--- config.mk ---
export PLATFORM = sky130hd
export DESIGN_NAME = alu_modport
export DESIGN_NICKNAME = d
export VERILOG_FILES = /design/src/rtl/alu_pkg.sv /design/src/rtl/alu_core.sv /design/src/rtl/alu_modport.sv
export SDC_FILE = /design/constraint.sdc
export NUM_CORES = 1
export LEC_CHECK = 0
export ABC_AREA = 1
export CAP_MARGIN = 15
export CORE_AREA = 2 2 39 41
export CTS_BUF_LIST = sky130_fd_sc_hd__clkbuf_16
export CTS_CLUSTER_DIAMETER = 50
export DETAILED_ROUTE_END_ITERATION = 7
export DIE_AREA = 0 0 41 43
export GPL_TIMING_DRIVEN = 0
export HOLD_SLACK_MARGIN = 0.03
export PLACE_DENSITY = 0.72
export SLEW_MARGIN = 20
export SYNTH_ARGS = -nofsm -noshare
export SYNTH_HDL_FRONTEND = slang
export SYNTH_HIERARCHICAL = 1
export SYNTH_SLANG_ARGS = --single-unit
--- constraint.sdc ---
create_clock -name clk -period 0.8 [get_ports clk]
set_clock_uncertainty 0.1 [all_clocks]
set_input_delay 0.16 -clock clk [delete_from_list [all_inputs] [get_ports clk]]
set_output_delay 0.16 -clock clk [all_outputs]
set_load 0.005 [all_outputs]
--- src/rtl/alu_pkg.sv ---
// Shared definitions for the 4-bit registered ALU.
// Build option: ALU_SATURATE_EN makes ADD clamp at 4'hF and SUB clamp at 4'h0.
// When the macro is not defined, ADD and SUB wrap modulo 16.
package alu_pkg;

  // Result and operand width.
  localparam int ALU_W = 4;

  // Operation select encoding: ADD=00, SUB=01, AND=10, XOR=11.
  typedef enum logic [1:0] {
    OP_ADD,
    OP_SUB,
    OP_AND,
    OP_XOR
  } alu_op_e;

  // Clamp values used when saturation is compiled in.
  localparam logic [ALU_W-1:0] ALU_SAT_MAX = '1;
  localparam logic [ALU_W-1:0] ALU_SAT_MIN = '0;

  // Resolve the build option into a constant so the datapath is written once.
  // Both builds then use the fifth arithmetic bit.
`ifdef ALU_SATURATE_EN
  localparam bit ALU_SAT_EN = 1'b1;
`else
  localparam bit ALU_SAT_EN = 1'b0;
`endif

  // Zero-extend an operand to the internal arithmetic width.
  function automatic logic [ALU_W:0] alu_ext(input logic [ALU_W-1:0] v);
    return {1'b0, v};
  endfunction

endpackage : alu_pkg

--- src/rtl/alu_core.sv ---
// Combinational datapath of the ALU: produces the next result from a, b, op and c.
// Build option: ALU_SATURATE_EN (resolved in alu_pkg) selects clamping instead of
// modulo-16 wrap for ADD and SUB.
module alu_core
  import alu_pkg::*;
(
  input  logic [ALU_W-1:0] a_i,
  input  logic [ALU_W-1:0] b_i,
  input  alu_op_e          op_i,
  input  logic             c_i,
  output logic [ALU_W-1:0] res_o
);

  // Five-bit intermediates. Bit 4 is the carry-out for ADD. For SUB it is the
  // borrow-out: a - b - c is negative exactly when the 5-bit difference has bit 4 set.
  logic [ALU_W:0] sum_w;
  logic [ALU_W:0] diff_w;
  logic [ALU_W:0] cin_w;

  assign cin_w  = {{ALU_W{1'b0}}, c_i};
  assign sum_w  = alu_ext(a_i) + alu_ext(b_i) + cin_w;
  assign diff_w = alu_ext(a_i) - alu_ext(b_i) - cin_w;

  // Select the operation result, clamping arithmetic overflow when saturation is built in.
  always_comb begin
    res_o = '0;
    unique case (op_i)
      OP_ADD: res_o = (ALU_SAT_EN && sum_w[ALU_W])  ? ALU_SAT_MAX : sum_w[ALU_W-1:0];
      OP_SUB: res_o = (ALU_SAT_EN && diff_w[ALU_W]) ? ALU_SAT_MIN : diff_w[ALU_W-1:0];
      OP_AND: res_o = a_i & b_i;
      OP_XOR: res_o = a_i ^ b_i;
      default: res_o = '0;
    endcase
  end

endmodule : alu_core

--- src/rtl/alu_modport.sv ---
// Top level of the 4-bit registered ALU: the combinational core plus one
// asynchronously reset result register. The latency is one cycle.
// Build option: ALU_SATURATE_EN (see alu_pkg) makes ADD and SUB saturate.
module alu_modport
  import alu_pkg::*;
(
  input  logic             clk,
  input  logic             rst_n,
  input  logic [ALU_W-1:0] a,
  input  logic [ALU_W-1:0] b,
  input  logic [1:0]       op,
  input  logic             c,
  output logic [ALU_W-1:0] out
);

  logic [ALU_W-1:0] out_d;
  logic [ALU_W-1:0] out_q;

  alu_core u_core (
    .a_i   (a),
    .b_i   (b),
    .op_i  (alu_op_e'(op)),
    .c_i   (c),
    .res_o (out_d)
  );

  // Capture a new result on every edge; reset clears it at once, without waiting for the clock.
  always_ff @(posedge clk or negedge rst_n) begin
    if (!rst_n) begin
      out_q <= '0;
    end else begin
      out_q <= out_d;
    end
  end

  assign out = out_q;

endmodule : alu_modport

; ---- Word-level counts from Yosys, hierarchy flattened
; Index checks and enable logic that the tools add are counted.
[word_totals]
regBits = 4
input_bits = 13
out_inout_bits = 4
[classes]
n_addsub = 4
eq_ne = 3
muxes = 1
bitwise_logic = 2
n_reduce_logical = 1
[ops]
columns = cell, count
row1 = $pmux 4 s4, 1
row2 = $add 4x1->4, 1
row3 = $add 4x4->4, 1
row4 = $and 4x4->4, 1
row5 = $eq 2x2->1 const B, 2
row6 = $sub 4x1->4, 1
row7 = $sub 4x4->4, 1
row8 = $xor 4x4->4, 1
row9 = $eq 2x1->1 const B, 1
row10 = $logic_not 2->1, 1

; ---- Longest topological paths before layout
[logic_depth]
depth_word = 3
depth_mapped = 9
ltp_nobuf = 9

; ---- Modules after synthesis
; The synthesis kept the hierarchy.
[modules_own_cells]
columns = module, n_inst, cells_each, area_each_um2
row1 = alu_core, 1, 66, 445.4
row2 = alu_modport, 1, 4, 100.1

; ---- Worst setup path after synthesis
; Ideal clock, no wire load.
[synth_path]
kind = input -> register
from = input port a[0]
to = register out_q[0], in the netlist out[0]
setup_ns = 0.130
t_arrival_ns = 1.353
setup_slack_ns = -0.783
path_stages = 7
path_buffers = 0
path_cell_list = inv_1 -> fa_1 -> inv_1 -> ha_1 -> xor2_1 -> nand2_1 -> nand4_1
[synth_between]
elab_chain_cells = 3
[synth_lines]
columns = item, line
row1 = from (decl), alu_modport.sv:9  ; input logic [ALU_W-1:0] a,
row2 = $sub 4x4->4 or $add 4x4->4 (tied branches), "alu_core.sv:22, alu_core.sv:21"
row3 = $sub 4x1->4 or $add 4x1->4 (tied branches), "alu_core.sv:22, alu_core.sv:21"
row4 = $pmux 4 s4 (*), alu_core.sv:27  ; unique case (op_i)
row5 = net out_d[0], alu_modport.sv:16  ; logic [ALU_W-1:0] out_d;
row6 = to (signal assigned), alu_modport.sv:32  ; out_q <= out_d;
row7 = to (decl), alu_modport.sv:17  ; logic [ALU_W-1:0] out_q;
; Mark *: on every way through the listed nets, which the timed path passes. The rest lies on a longest branch.

; ---- Worst setup path in the final report
[layout_path]
from = input port a[0]
to = register out_q[3], in the netlist out[3]
; The elaborated chain is that of the path after synthesis.

==> results.sh <==
export IMPL_yosysUniqueCellTypes=18
export IMPL_synth_area_leaders="dfrtp_1 (18%), ha_1 (18%), fa_1 (15%), nand3_1 (11%), nand2_1 (9.6%)"
export IMPL_fin_nets=120
export IMPL_dp_hpwl_um=882
export IMPL_cp_end_kind="register"
export IMPL_clk_pin_slew_ns=0.03
export IMPL_antenna_cells=0
export IMPL_synthCells=70
export IMPL_yosys_area_top_type="dfrtp_1"
export IMPL_synth_warnings=6
export IMPL_tightest_slew_ns=0.221
export IMPL_die_h_um=43
export IMPL_postSynthAreaPerCell_um2=7.79
export IMPL_start_util_pct=39.4
export IMPL_layout_drive_gt1_share_pct=39.8
export IMPL_place_worst_setup_slack_ns=-1.44
export IMPL_largest_reg_flops=4
export IMPL_fin_ws_ns=-0.638
export IMPL_ir_drop_mv=0.563
export IMPL_syn_to_final_growth_pct=66.3
export IMPL_yosysTopAreaCellShare_pct=18.3
export IMPL_antenna_left=0
export IMPL_port_buffers=15
export IMPL_violations="setup timing"
export IMPL_post_place_cells=101
export IMPL_synth_yosys_seq_area_share_pct=18.3
export IMPL_async_flop_share_pct=100
export IMPL_power_mw=1.53
export IMPL_cts_tree="done"
export IMPL_grt_pass1_wl_mm=2.20
export IMPL_drt_iter0_drc=6
export IMPL_grt_ovfl_total=0
export IMPL_rsz0062_at_grt="true"
export IMPL_setup_viol=8
export IMPL_grt_max_degree=10
export IMPL_post_route_period_util_pct=180
export IMPL_max_slew_margin_rel_pct=85.2
export IMPL_ioPinCount=17
export IMPL_syn_num_nets=95
export IMPL_critPathLaunchType="primary input"
export IMPL_path_class="in -> reg"
export IMPL_timing_fmax_mhz=695
export IMPL_cts_inserted_buffers=3
export IMPL_synth_most_common_cell="nand2_1"
export IMPL_core_mm2=0.00138
export IMPL_finalCriticalPeriod_ns=1.44
export IMPL_slowest_delay_ns=0.57
export IMPL_powerDensity_mw_per_mm2=1680
export IMPL_wl_mm=1.26
export IMPL_cts_root_buf="clkbuf_16"
export IMPL_antenna_found_initial=0
export IMPL_ys_flop_type="dfrtp_1"
export IMPL_place_gp_congestion=0.768
export IMPL_cts_sinks=4
export IMPL_clockBufferDepth=2
export IMPL_report_final_slew_viol_count=0
export IMPL_wire_per_inst_um=11.6
export IMPL_worst_ep_arrival_time_ns=1.44
export IMPL_status="complete, but fails checks"
export IMPL_leakage_nw=0.434
export IMPL_grtUsageTotal_pct=18.0
export IMPL_grt_pass1_vias=552
export IMPL_via_per_inst=4.94
export IMPL_min_path_type="in -> async"
export IMPL_firstDrtPassIters=4
export IMPL_final_cells=109
export IMPL_slowest_stage="fa_1"
export IMPL_totalNegativeSetupSlack_ns=-3.03
export IMPL_holdBufCountCts=0
export IMPL_cp_max_fo=2
export IMPL_die_w_um=41
export IMPL_drc=0
export IMPL_netlist_area_um2=546
export IMPL_path_cells="buf_12 -> inv_12 -> fa_1 -> inv_2 -> ha_4 -> o21ai_4 -> nand3_2 -> nand3_2 -> nand3_2"
export IMPL_worst_path_most_repeated_cell="nand3_2"
export IMPL_cts_htree_levels=1
export IMPL_synthTopCellsByCount="nand2_1 (14), inv_1 (12), nand3_1 (12)"
export IMPL_dieArea_mm2=0.00176
export IMPL_synth_seq_cells=4
export IMPL_synth_edff_count=0
export IMPL_worstPathRequired_ns=0.81
export IMPL_hold_violations=0
export IMPL_via_count=539
export IMPL_rows=14
export IMPL_timing_max_cap_violations=0
-- kinds of logic (layout without fill, tap and decap cells) --
group,after synthesis,in the layout,synth area share (%)
and+or+nand+nor,33,33,28.4
buffers and inverters,15,38,10.5
adders and majority gates,12,12,33.0
AOI/OAI and AO/OA,4,4,6.42
DFF,4,4,18.3
xor gates and xnor gates,2,2,3.21
-- metal layers --
| metal | track usage [%] | vias up | wire length (µm) |
|---|---|---|---|
| met2 | 30.9 | 13 | 679 |
| met1 | 21.9 | 254 | 552 |
| li1 | - | 272 | - |
| met3 | 0 | 0 | 30 |
| met4 | 8.00 | 0 | 0 |
| met5 | 0 | - | 0 |
-- worst max-delay path: cells and delay by family --
family	cells	cell delay [ns]
adders and majority gates	2	0.73
buffers and inverters	3	0.18
AOI/OAI and AO/OA	1	0.15
and+or+nand+nor	3	0.21
-- cell usage in the layout (no fill, tap or decap), drive strengths merged --
cell	n
nand3b	1
xnor2	1
nand4	2
dlygate4sd2	1
fa	4
nor2	4
a21oi	1
buf	13
xor2	1
clkbuf	3
inv	14
clkdlybuf4s15	1
nand2	14
ha	8
o2111ai	1
clkdlybuf4s50	6
dfrtp	4
o21ai	2
nand3	12
-- final cells by class --
type	count	area, µm²
Inverter	14	72.6
Multi-Input combinational cell	51	450
Sequential cell	4	100
Tap cell	16	20.0
Fill cell	129	477
Clock buffer	3	75.1
Buffer	1	5.00
Timing Repair Buffer	20	184
-- power by group --
group | total (mW) | internal (mW) | switching, mW
combinational | 0.504 | 0.256 | 0.247
sequential | 0.244 | 0.235 | 0.00862
clock | 0.780 | 0.639 | 0.142
-- what timing repair did --
action / in CTS / in global routing
resized for setup: 45 / 7
endpoints found under the setup margin: 8 / 8
pin swaps: 5 / 6
hold endpoints to repair: 0 / 0
cloned: 0 / 0
setup buffers: 4 / 1
-- worst max path at each step --
stage          slack (ns)  startpoint               end  cells after the start
2_1_floorplan       -0.70           c  out[0]$_DFF_PN0_                      7
3_3_place_gp        -1.43        a[0]  out[0]$_DFF_PN0_                      8
3_5_place_dp        -1.44           c  out[3]$_DFF_PN0_                      9
4_1_cts             -0.62           c  out[3]$_DFF_PN0_                      9
5_1_grt             -0.70        a[0]  out[3]$_DFF_PN0_                      9
6_report            -0.64        a[0]  out[3]$_DFF_PN0_                      9
-- through the flow --
stage | instance area (µm²) | hold WS [ns] | util [%]
2_1_floorplan | 577 | -0.236 | -
3_3_place_gp | 747 | 0.273 | 54.0
3_5_place_dp | 747 | 0.275 | 54.0
4_1_cts | 865 | 0.0471 | 62.5
5_1_grt | 907 | 0.0606 | 65.6
6_report | 907 | 0.0438 | 65.6
(Power assumes the default switching activity.)
